==> config.mk <==
export PLATFORM = sky130hd
export DESIGN_NAME = apb_cmd_master_flat
export DESIGN_NICKNAME = d
export VERILOG_FILES = /design/src/rtl/apb_cmd_master_if.sv /design/src/rtl/apb_cmd_master.sv /design/src/flat_wrapper.sv
export SDC_FILE = /design/constraint.sdc
export NUM_CORES = 1
export LEC_CHECK = 0
export ABC_AREA = 1
export ABC_CLOCK_PERIOD_IN_PS = 5900
export CAP_MARGIN = 20
export CORE_AREA = 2 2 167 169
export CTS_BUF_LIST = sky130_fd_sc_hd__clkbuf_8
export CTS_CLUSTER_SIZE = 24
export DETAILED_ROUTE_END_ITERATION = 12
export DIE_AREA = 0 0 169 171
export PLACE_DENSITY = 0.84
export SYNTH_ARGS = -nofsm -noshare
export SYNTH_HDL_FRONTEND = slang
export SYNTH_SLANG_ARGS = --single-unit
==> constraint.sdc <==
create_clock -name pclk -period 5.9 [get_ports pclk]
set_input_delay 1.18 -clock pclk [delete_from_list [all_inputs] [get_ports pclk]]
set_output_delay 1.18 -clock pclk [all_outputs]
set_load 0.02 [all_outputs]
==> src/rtl/apb_cmd_master_if.sv <==
// apb_cmd_master_if: command/response stream plus APB master pins.
// APB_PREADY_EN adds pready and rsp_err.
interface apb_cmd_master_if #(
  parameter int ADDR_W = 32,
  parameter int DATA_W = 32
);

  logic              cmd_valid;
  logic              cmd_ready;
  logic [ADDR_W-1:0] cmd_addr;
  logic              cmd_write;
  logic [DATA_W-1:0] cmd_wdata;

  logic              rsp_valid;
  logic              rsp_ready;
  logic              rsp_write;
  logic [DATA_W-1:0] rsp_rdata;

  logic              busy;

  logic [ADDR_W-1:0] paddr;
  logic              psel;
  logic              penable;
  logic              pwrite;
  logic [DATA_W-1:0] pwdata;
  logic [DATA_W-1:0] prdata;

`ifdef APB_PREADY_EN
  logic              pready;
  logic              rsp_err;

  modport master (
    input  cmd_valid, cmd_addr, cmd_write, cmd_wdata,
    input  rsp_ready, prdata, pready,
    output cmd_ready, rsp_valid, rsp_write, rsp_rdata,
    output busy, paddr, psel, penable, pwrite, pwdata,
    output rsp_err
  );

  modport slave (
    output cmd_valid, cmd_addr, cmd_write, cmd_wdata,
    output rsp_ready, prdata, pready,
    input  cmd_ready, rsp_valid, rsp_write, rsp_rdata,
    input  busy, paddr, psel, penable, pwrite, pwdata,
    input  rsp_err
  );
`else
  modport master (
    input  cmd_valid, cmd_addr, cmd_write, cmd_wdata,
    input  rsp_ready, prdata,
    output cmd_ready, rsp_valid, rsp_write, rsp_rdata,
    output busy, paddr, psel, penable, pwrite, pwdata
  );

  modport slave (
    output cmd_valid, cmd_addr, cmd_write, cmd_wdata,
    output rsp_ready, prdata,
    input  cmd_ready, rsp_valid, rsp_write, rsp_rdata,
    input  busy, paddr, psel, penable, pwrite, pwdata
  );
`endif

endinterface

==> src/rtl/apb_cmd_master.sv <==
// apb_cmd_master: command FIFO feeding an APB SETUP/ACCESS master.
// Optional APB_PREADY_EN: pready wait states with TIMEOUT abort.
module apb_cmd_master #(
  parameter int ADDR_W    = 32,
  parameter int DATA_W    = 32,
  parameter int CMD_DEPTH = 4,
  parameter int TIMEOUT   = 16
) (
  input  logic             pclk,
  input  logic             preset,
  apb_cmd_master_if.master bus
);

  localparam int AW = $clog2(CMD_DEPTH);
  localparam int EW = ADDR_W + DATA_W + 1;
  localparam logic [AW:0] CNT_FULL = (AW+1)'(CMD_DEPTH);

  localparam logic [1:0] S_IDLE   = 2'd0;
  localparam logic [1:0] S_SETUP  = 2'd1;
  localparam logic [1:0] S_ACCESS = 2'd2;

  if (CMD_DEPTH < 2 || (CMD_DEPTH & (CMD_DEPTH - 1)) != 0)
  begin : g_bad_depth
    $error("CMD_DEPTH must be a power of 2 and >= 2");
  end

  if (TIMEOUT < 1) begin : g_bad_timeout
    $error("TIMEOUT must be >= 1");
  end

  // Command FIFO state
  logic [EW-1:0]     mem_q [CMD_DEPTH];
  logic [AW-1:0]     wr_q, wr_d;
  logic [AW-1:0]     rd_q, rd_d;
  logic [AW:0]       cnt_q, cnt_d;
  logic              full;
  logic              empty;
  logic              push;
  logic              pop;
  logic [EW-1:0]     head;
  logic              head_write;
  logic [ADDR_W-1:0] head_addr;
  logic [DATA_W-1:0] head_wdata;

  // APB FSM and registered pins
  logic [1:0]        state_q, state_d;
  logic              psel_q, psel_d;
  logic              penable_q, penable_d;
  logic              pwrite_q, pwrite_d;
  logic [ADDR_W-1:0] paddr_q, paddr_d;
  logic [DATA_W-1:0] pwdata_q, pwdata_d;

  // Response slot
  logic              rsp_valid_q, rsp_valid_d;
  logic              rsp_write_q, rsp_write_d;
  logic [DATA_W-1:0] rsp_rdata_q, rsp_rdata_d;

  logic              slot_free;
  logic              done;
  logic              rd_ok;
  logic [DATA_W-1:0] done_rdata;

  assign full  = (cnt_q == CNT_FULL);
  assign empty = (cnt_q == '0);
  assign push  = bus.cmd_valid && !full;

  assign head = mem_q[rd_q];
  assign {head_write, head_addr, head_wdata} = head;

  // A new transfer may only start if its response has somewhere to go.
  assign slot_free = !rsp_valid_q || bus.rsp_ready;
  assign pop = (state_q == S_IDLE) && !empty && slot_free;

`ifdef APB_PREADY_EN
  localparam int TW = $clog2(TIMEOUT) + 1;
  localparam logic [TW-1:0] WMAX = TW'(TIMEOUT - 1);

  logic [TW-1:0] wcnt_q, wcnt_d;
  logic          rsp_err_q, rsp_err_d;
  logic          tmo;

  assign tmo   = !bus.pready && (wcnt_q == WMAX);
  assign done  = (state_q == S_ACCESS) && (bus.pready || tmo);
  assign rd_ok = bus.pready;

  // Wait counter: cleared on SETUP entry, counts stalled ACCESS cycles.
  always_comb begin
    wcnt_d = wcnt_q;
    if (pop) begin
      wcnt_d = '0;
    end else if (state_q == S_ACCESS && !bus.pready && !tmo) begin
      wcnt_d = wcnt_q + 1'b1;
    end
  end

  // Error flag follows each completion; timeout is the only error.
  always_comb begin
    rsp_err_d = rsp_err_q;
    if (done) begin
      rsp_err_d = tmo;
    end
  end

  // Wait counter and error registers
  always_ff @(posedge pclk) begin
    if (preset) begin
      wcnt_q    <= '0;
      rsp_err_q <= 1'b0;
    end else begin
      wcnt_q    <= wcnt_d;
      rsp_err_q <= rsp_err_d;
    end
  end

  assign bus.rsp_err = rsp_err_q;
`else
  assign done  = (state_q == S_ACCESS);
  assign rd_ok = 1'b1;
`endif

  // Writes and timed-out reads return zero data.
  assign done_rdata = (pwrite_q || !rd_ok) ? '0 : bus.prdata;

  // FIFO pointer and occupancy next-state
  always_comb begin
    wr_d  = wr_q;
    rd_d  = rd_q;
    cnt_d = cnt_q;
    if (push) begin
      wr_d = wr_q + 1'b1;
    end
    if (pop) begin
      rd_d = rd_q + 1'b1;
    end
    case ({push, pop})
      2'b10:   cnt_d = cnt_q + 1'b1;
      2'b01:   cnt_d = cnt_q - 1'b1;
      default: cnt_d = cnt_q;
    endcase
  end

  // APB sequencing: IDLE -> SETUP -> ACCESS -> IDLE
  always_comb begin
    state_d   = state_q;
    psel_d    = psel_q;
    penable_d = penable_q;
    pwrite_d  = pwrite_q;
    paddr_d   = paddr_q;
    pwdata_d  = pwdata_q;
    unique case (state_q)
      S_IDLE: begin
        if (pop) begin
          state_d   = S_SETUP;
          psel_d    = 1'b1;
          penable_d = 1'b0;
          pwrite_d  = head_write;
          paddr_d   = head_addr;
          pwdata_d  = head_wdata;
        end
      end
      S_SETUP: begin
        state_d   = S_ACCESS;
        penable_d = 1'b1;
      end
      S_ACCESS: begin
        if (done) begin
          state_d   = S_IDLE;
          psel_d    = 1'b0;
          penable_d = 1'b0;
        end
      end
      default: begin
        state_d   = S_IDLE;
        psel_d    = 1'b0;
        penable_d = 1'b0;
      end
    endcase
  end

  // Response slot: load on completion, else drain on handshake.
  always_comb begin
    rsp_valid_d = rsp_valid_q;
    rsp_write_d = rsp_write_q;
    rsp_rdata_d = rsp_rdata_q;
    if (done) begin
      rsp_valid_d = 1'b1;
      rsp_write_d = pwrite_q;
      rsp_rdata_d = done_rdata;
    end else if (rsp_valid_q && bus.rsp_ready) begin
      rsp_valid_d = 1'b0;
    end
  end

  // FIFO storage needs no reset; pointers define validity.
  always_ff @(posedge pclk) begin
    if (push) begin
      mem_q[wr_q] <= {bus.cmd_write, bus.cmd_addr, bus.cmd_wdata};
    end
  end

  // Control, APB and response registers
  always_ff @(posedge pclk) begin
    if (preset) begin
      wr_q        <= '0;
      rd_q        <= '0;
      cnt_q       <= '0;
      state_q     <= S_IDLE;
      psel_q      <= 1'b0;
      penable_q   <= 1'b0;
      pwrite_q    <= 1'b0;
      paddr_q     <= '0;
      pwdata_q    <= '0;
      rsp_valid_q <= 1'b0;
      rsp_write_q <= 1'b0;
      rsp_rdata_q <= '0;
    end else begin
      wr_q        <= wr_d;
      rd_q        <= rd_d;
      cnt_q       <= cnt_d;
      state_q     <= state_d;
      psel_q      <= psel_d;
      penable_q   <= penable_d;
      pwrite_q    <= pwrite_d;
      paddr_q     <= paddr_d;
      pwdata_q    <= pwdata_d;
      rsp_valid_q <= rsp_valid_d;
      rsp_write_q <= rsp_write_d;
      rsp_rdata_q <= rsp_rdata_d;
    end
  end

  assign bus.cmd_ready = !full;
  assign bus.rsp_valid = rsp_valid_q;
  assign bus.rsp_write = rsp_write_q;
  assign bus.rsp_rdata = rsp_rdata_q;
  assign bus.paddr     = paddr_q;
  assign bus.psel      = psel_q;
  assign bus.penable   = penable_q;
  assign bus.pwrite    = pwrite_q;
  assign bus.pwdata    = pwdata_q;
  assign bus.busy      = (cnt_q != '0) || (state_q != S_IDLE)
                         || rsp_valid_q;

endmodule

==> src/flat_wrapper.sv <==
// flat-port wrapper written by rule: the top's interface ports become plain ports
module apb_cmd_master_flat 
#(
  parameter int ADDR_W    = 32,
  parameter int DATA_W    = 32,
  parameter int CMD_DEPTH = 4,
  parameter int TIMEOUT   = 16
)
  (pclk, preset, bus_cmd_valid, bus_cmd_addr, bus_cmd_write, bus_cmd_wdata, bus_rsp_ready, bus_prdata, bus_cmd_ready, bus_rsp_valid, bus_rsp_write, bus_rsp_rdata, bus_busy, bus_paddr, bus_psel, bus_penable, bus_pwrite, bus_pwdata);
  apb_cmd_master_if #(.ADDR_W(ADDR_W), .DATA_W(DATA_W)) bus_i ();
  input  logic pclk;
  input  logic preset;
  input wire logic [$bits(bus_i.cmd_valid)-1:0] bus_cmd_valid;
  input wire logic [$bits(bus_i.cmd_addr)-1:0] bus_cmd_addr;
  input wire logic [$bits(bus_i.cmd_write)-1:0] bus_cmd_write;
  input wire logic [$bits(bus_i.cmd_wdata)-1:0] bus_cmd_wdata;
  input wire logic [$bits(bus_i.rsp_ready)-1:0] bus_rsp_ready;
  input wire logic [$bits(bus_i.prdata)-1:0] bus_prdata;
  output wire logic [$bits(bus_i.cmd_ready)-1:0] bus_cmd_ready;
  output wire logic [$bits(bus_i.rsp_valid)-1:0] bus_rsp_valid;
  output wire logic [$bits(bus_i.rsp_write)-1:0] bus_rsp_write;
  output wire logic [$bits(bus_i.rsp_rdata)-1:0] bus_rsp_rdata;
  output wire logic [$bits(bus_i.busy)-1:0] bus_busy;
  output wire logic [$bits(bus_i.paddr)-1:0] bus_paddr;
  output wire logic [$bits(bus_i.psel)-1:0] bus_psel;
  output wire logic [$bits(bus_i.penable)-1:0] bus_penable;
  output wire logic [$bits(bus_i.pwrite)-1:0] bus_pwrite;
  output wire logic [$bits(bus_i.pwdata)-1:0] bus_pwdata;
  assign bus_i.cmd_valid = bus_cmd_valid;
  assign bus_i.cmd_addr = bus_cmd_addr;
  assign bus_i.cmd_write = bus_cmd_write;
  assign bus_i.cmd_wdata = bus_cmd_wdata;
  assign bus_i.rsp_ready = bus_rsp_ready;
  assign bus_i.prdata = bus_prdata;
  assign bus_cmd_ready = bus_i.cmd_ready;
  assign bus_rsp_valid = bus_i.rsp_valid;
  assign bus_rsp_write = bus_i.rsp_write;
  assign bus_rsp_rdata = bus_i.rsp_rdata;
  assign bus_busy = bus_i.busy;
  assign bus_paddr = bus_i.paddr;
  assign bus_psel = bus_i.psel;
  assign bus_penable = bus_i.penable;
  assign bus_pwrite = bus_i.pwrite;
  assign bus_pwdata = bus_i.pwdata;
  apb_cmd_master #(.ADDR_W(ADDR_W), .DATA_W(DATA_W), .CMD_DEPTH(CMD_DEPTH), .TIMEOUT(TIMEOUT)) u_core (.pclk(pclk), .preset(preset), .bus(bus_i));
endmodule
==> impl_summary.txt <==
----------------------------------------------------
[Run status]
  Run status ... finished, final reports clean

[Logic synthesis]
  Compound-Gate Fraction of Synth Area ... 0.0189
  Post-Synthesis Net Count ... 1734
  Post-synthesis average cell area ... just over 9 um^2
  Fraction of synthesized cell area in xor and xnor cells ... 0
  Sequential fraction of the synthesis area ... 0.657
  Register bit total from synthesis ... 369
  Area of the mapped netlist ... 15200 um^2
  Share of synthesized area spent on multiplexers ... 0
  Distinct cells, synth ... 23
  Synthesized instance count ... ~1600
  Number of warning messages in the yosys log ... 0
  Share of synthesized cell area in full adder, half adder and majority cells ... 0.00543
  Combinational family with the most area after synthesis ... simple AND/OR/NAND/NOR gates
  Simple-gate share of the synthesized area ... 0.207

[Floorplanning]
  Full die area ... around 29000 um^2
  Initial Util ... 0.557
  Die X ... approximately 170 um
  Area of the placeable core ... 27300 um^2
  Y dimension of the die ... about 170 um
  # rows ... just over 60
  Number of top-level design ports ... between 200 and 250

[Detailed routing]
  DR WL/cell ... about 15 um
  Antenna-violating nets left ... 0
  Total number of vias ... ~11000
  Total routed wirelength ... between 30 and 40 mm
  Number of violations reported at the end of detailed-routing iteration 0 ... 629
  Routed via count divided by cell count ... roughly 4.9
  Count of TritonRoute iterations in the first routing pass ... 5
  Remaining design rule violation count ... 0

[Setup path]
  Max incr delay on CP ... around 0.47 ns
  Crit Reg-Reg Startpoint ... u_core.rd_q[0]$_SDFFE_PP0P_
  Kind of end point of the critical path ... register
  Worst setup path end ... u_core.cnt_q[2]$_SDFFE_PP0P_
  Register-to-Register Path Depth ... 7
  Critical path launch point type ... input port
  Category of the critical setup timing path ... input port to register
  R2r setup slk ... between 3 and 4 ns
  Number of buffers and inverters on the critical path ... 5
  Reg2Reg Capture Point ... u_core.bus.paddr[0]$_SDFFE_PP0P_
  Critical Path Stages ... 13
  Start point of the critical path ... bus_rsp_ready
  Req. time, crit path ... approximately 6.4 ns
  Critical path's most frequent cell ... inv_1
  Largest delay contributor family on the critical path ... simple AND/OR/NAND/NOR gates
  Slowest stage cell, crit path ... clkdlybuf4s50_1
  Highest fanout seen on the critical path ... 48
  Crit-path cells ... clkdlybuf4s50_1, inv_1, nand2_1, nand3_4, inv_1, ha_1, inv_1, fa_1, or2_2, nand3_1, nand2_1, inv_1, nor2_1
  Critical path data arrival time ... around 3.7 ns

[Placement]
  Setup WS pre-CTS ... 2.10 ns
  Count of buffers from port buffering ... approximately 200
  Cell area after placement ... around 17000 um^2
  Weighted congestion reported at the end of routability-driven placement ... around 0.76
  Half-perimeter wire length after placement ... about 20 mm
  Post-placement cell count ... ~2100

[Timing]
  Slew Limit Fails ... 0
  Number of setup violations in the final report ... 0
  Post-route clock period utilization ... 0.545
  Maximum clock frequency ... approximately 310 MHz
  Setup Skew ... 0.0214 ns
  Number of hold-slack violations in the final timing report ... 0
  RSZ-0062 raised after global routing ... no
  Post-layout min period ... roughly 3.2 ns
  Worst slack on hold paths ... 0.472 ns
  Worst Max-Slew Pin Slew ... 1.00 ns
  Final total negative setup slack ... 0 ns
  Final worst-path setup slack ... about 2.7 ns
  Slew Limit Headroom ... 0.332

[Global routing]
  First-pass GRT wire length ... between 50 and 60 mm
  Antenna violations before repair ... 1
  Via count of the first global-routing pass ... between 10000 and 15000
  Pin count of the biggest net entering global routing ... between 80 and 90
  Sum of overflow across all layers after global routing ... 0
  GRT Util Overall ... 0.233

[Clock tree]
  CTS tree ... built
  Number of sinks driven by the clock tree ... 369
  Total number of H-tree levels ... 2
  Postcts setup bufs ... 0
  Largest buffer count on any clock path ... 3
  Clock transition at path regs ... roughly 0.060 ns
  Clock Latency Late Sink ... around 0.60 ns
  Cell at the root of the clock tree ... clkbuf_8
  CTS hold repair buffers ... 0
  Number of buffers created by CTS ... 57
  Post-cts sizing count ... 0

[Layout]
  Layout overhead on the synthesized area ... 22.4%
  Nets ... slightly below 2000
  # fillers ... between 2000 and 2500
  Fraction of final layout cells with drive strength greater than 1 ... 0.0570
  Top library cells by usage in the layout, fill and taps aside ... nand2_1 (471), inv_1 (371), edfxtp_1 (260)
  Post-layout instance count excluding filler cells ... 2226
  Post-route standard cell area excluding fillers ... 18600 um^2
  Commonest non-fill, non-tap cell in the layout ... nand2_1

[Power]
  Sw Share ... 0.359
  Internal power ... 5240 uW
  Clock network fraction of total power ... 0.250
  Net switching component of the power ... just under 3000 uW
  Relative contribution of sequential cells to total power ... 0.416
  Comb pwr share ... 0.334
  Leakage component of the power ... ~0.0084 uW
  VDD IR-drop max ... about 260 uV
  Power per standard cell area ... 439 nW/um^2

[Job]
  Max-cap check violation count ... 0

[Hold path]
  Class of the most critical hold timing path ... register to register
  Source of the worst hold timing path ... u_core.bus.psel$_SDFFE_PP0P_

----------------------------------------------------
[metrics by stage]
stage	util	power [uW]
final	0.681	8180
after CTS	0.681	8230
after floorplan	-	5300
after global routing	0.681	8700
after detailed placement	0.639	6180
after global placement	0.638	6070
[kinds of logic after synthesis]
kind of cell | Yosys count
fa+ha+maj | 6
simple gates | 789
compound gates | 42
buf+inv | 421
flops | 369
[per-layer routing]
metal  global-route usage  share of wire  vias to the layer above
met4               0.0725          0.018                        0
met1                0.271           0.40                     5089
met2                0.431           0.50                      376
li1                     -              -                     5413
met3               0.0514          0.078                       54
met5                    0              0                        -
[how the worst min path moves through the flow]
stage / endpoint / slack [ns] / depth (start not counted)
floorplan: u_core.state_q[1]$_SDFFE_PP0P_ / 0.49 / 2
global placement: u_core.bus.psel$_SDFFE_PP0P_ / 0.45 / 2
detailed placement: u_core.bus.psel$_SDFFE_PP0P_ / 0.46 / 2
CTS: u_core.bus.psel$_SDFFE_PP0P_ / 0.47 / 2
global route: u_core.bus.psel$_SDFFE_PP0P_ / 0.49 / 2
finish: u_core.bus.psel$_SDFFE_PP0P_ / 0.47 / 2
[Yosys cell counts, drive strengths merged]
master / n / area, um^2
nand3: 134 / 676
nor2: 178 / 673
nand4: 2 / 12.5
buf: 48 / 303
a21oi: 7 / 35.0
or2: 1 / 6.26
o21ai: 4 / 20.0
edfxtp: 260 / 7810
nor3: 2 / 10.0
clkbuf: 27 / 101
inv: 346 / 1300
nand2: 472 / 1770
fa: 1 / 20.0
ha: 5 / 62.6
dfxtp: 109 / 2180
a22oi: 31 / 233
[power by group through the flow]
stage	registers (uW)	clock network, uW	logic [uW]
3_5_place_dp	3450	0	2730
6_report	3400	2040	2740
2_1_floorplan	3600	0	1690
4_1_cts	3400	2080	2750
3_3_place_gp	3440	0	2630
5_1_grt	3440	2200	3060
[final cells by class]
type,instances,area (um^2),share of cell area
well taps,346,433,0.0232
clock inverters,37,158,0.00847
repair buffers,218,2190,0.118
diodes,2,5.00,0.000269
multi-input cells,837,3560,0.191
clock buffers,71,977,0.0525
flip-flops and latches,369,10000,0.537
inverters,346,1300,0.0699
[worst register-to-register path: cells and delay by family (launching register included)]
| kind | cells | cell delay (ns) |
|---|---|---|
| flip-flops | 1 | 0.61 |
| AND/OR/NAND/NOR | 5 | 0.64 |
| buffers and inverters | 2 | 1.35 |
[flip-flops by register name, summed over array words and instances, names as in the netlist]
register and cells:
u_core.bus.paddr 32, u_core.bus.psel 1, u_core.bus.pwdata 32, u_core.bus.pwrite 1, u_core.bus.rsp_rdata 32, u_core.bus.rsp_valid 1, u_core.bus.rsp_write 1, u_core.cnt_q 3
u_core.mem_q 260, u_core.rd_q 2, u_core.state_q 2, u_core.wr_q 2
Note: power is estimated with default switching activity, not from simulation.
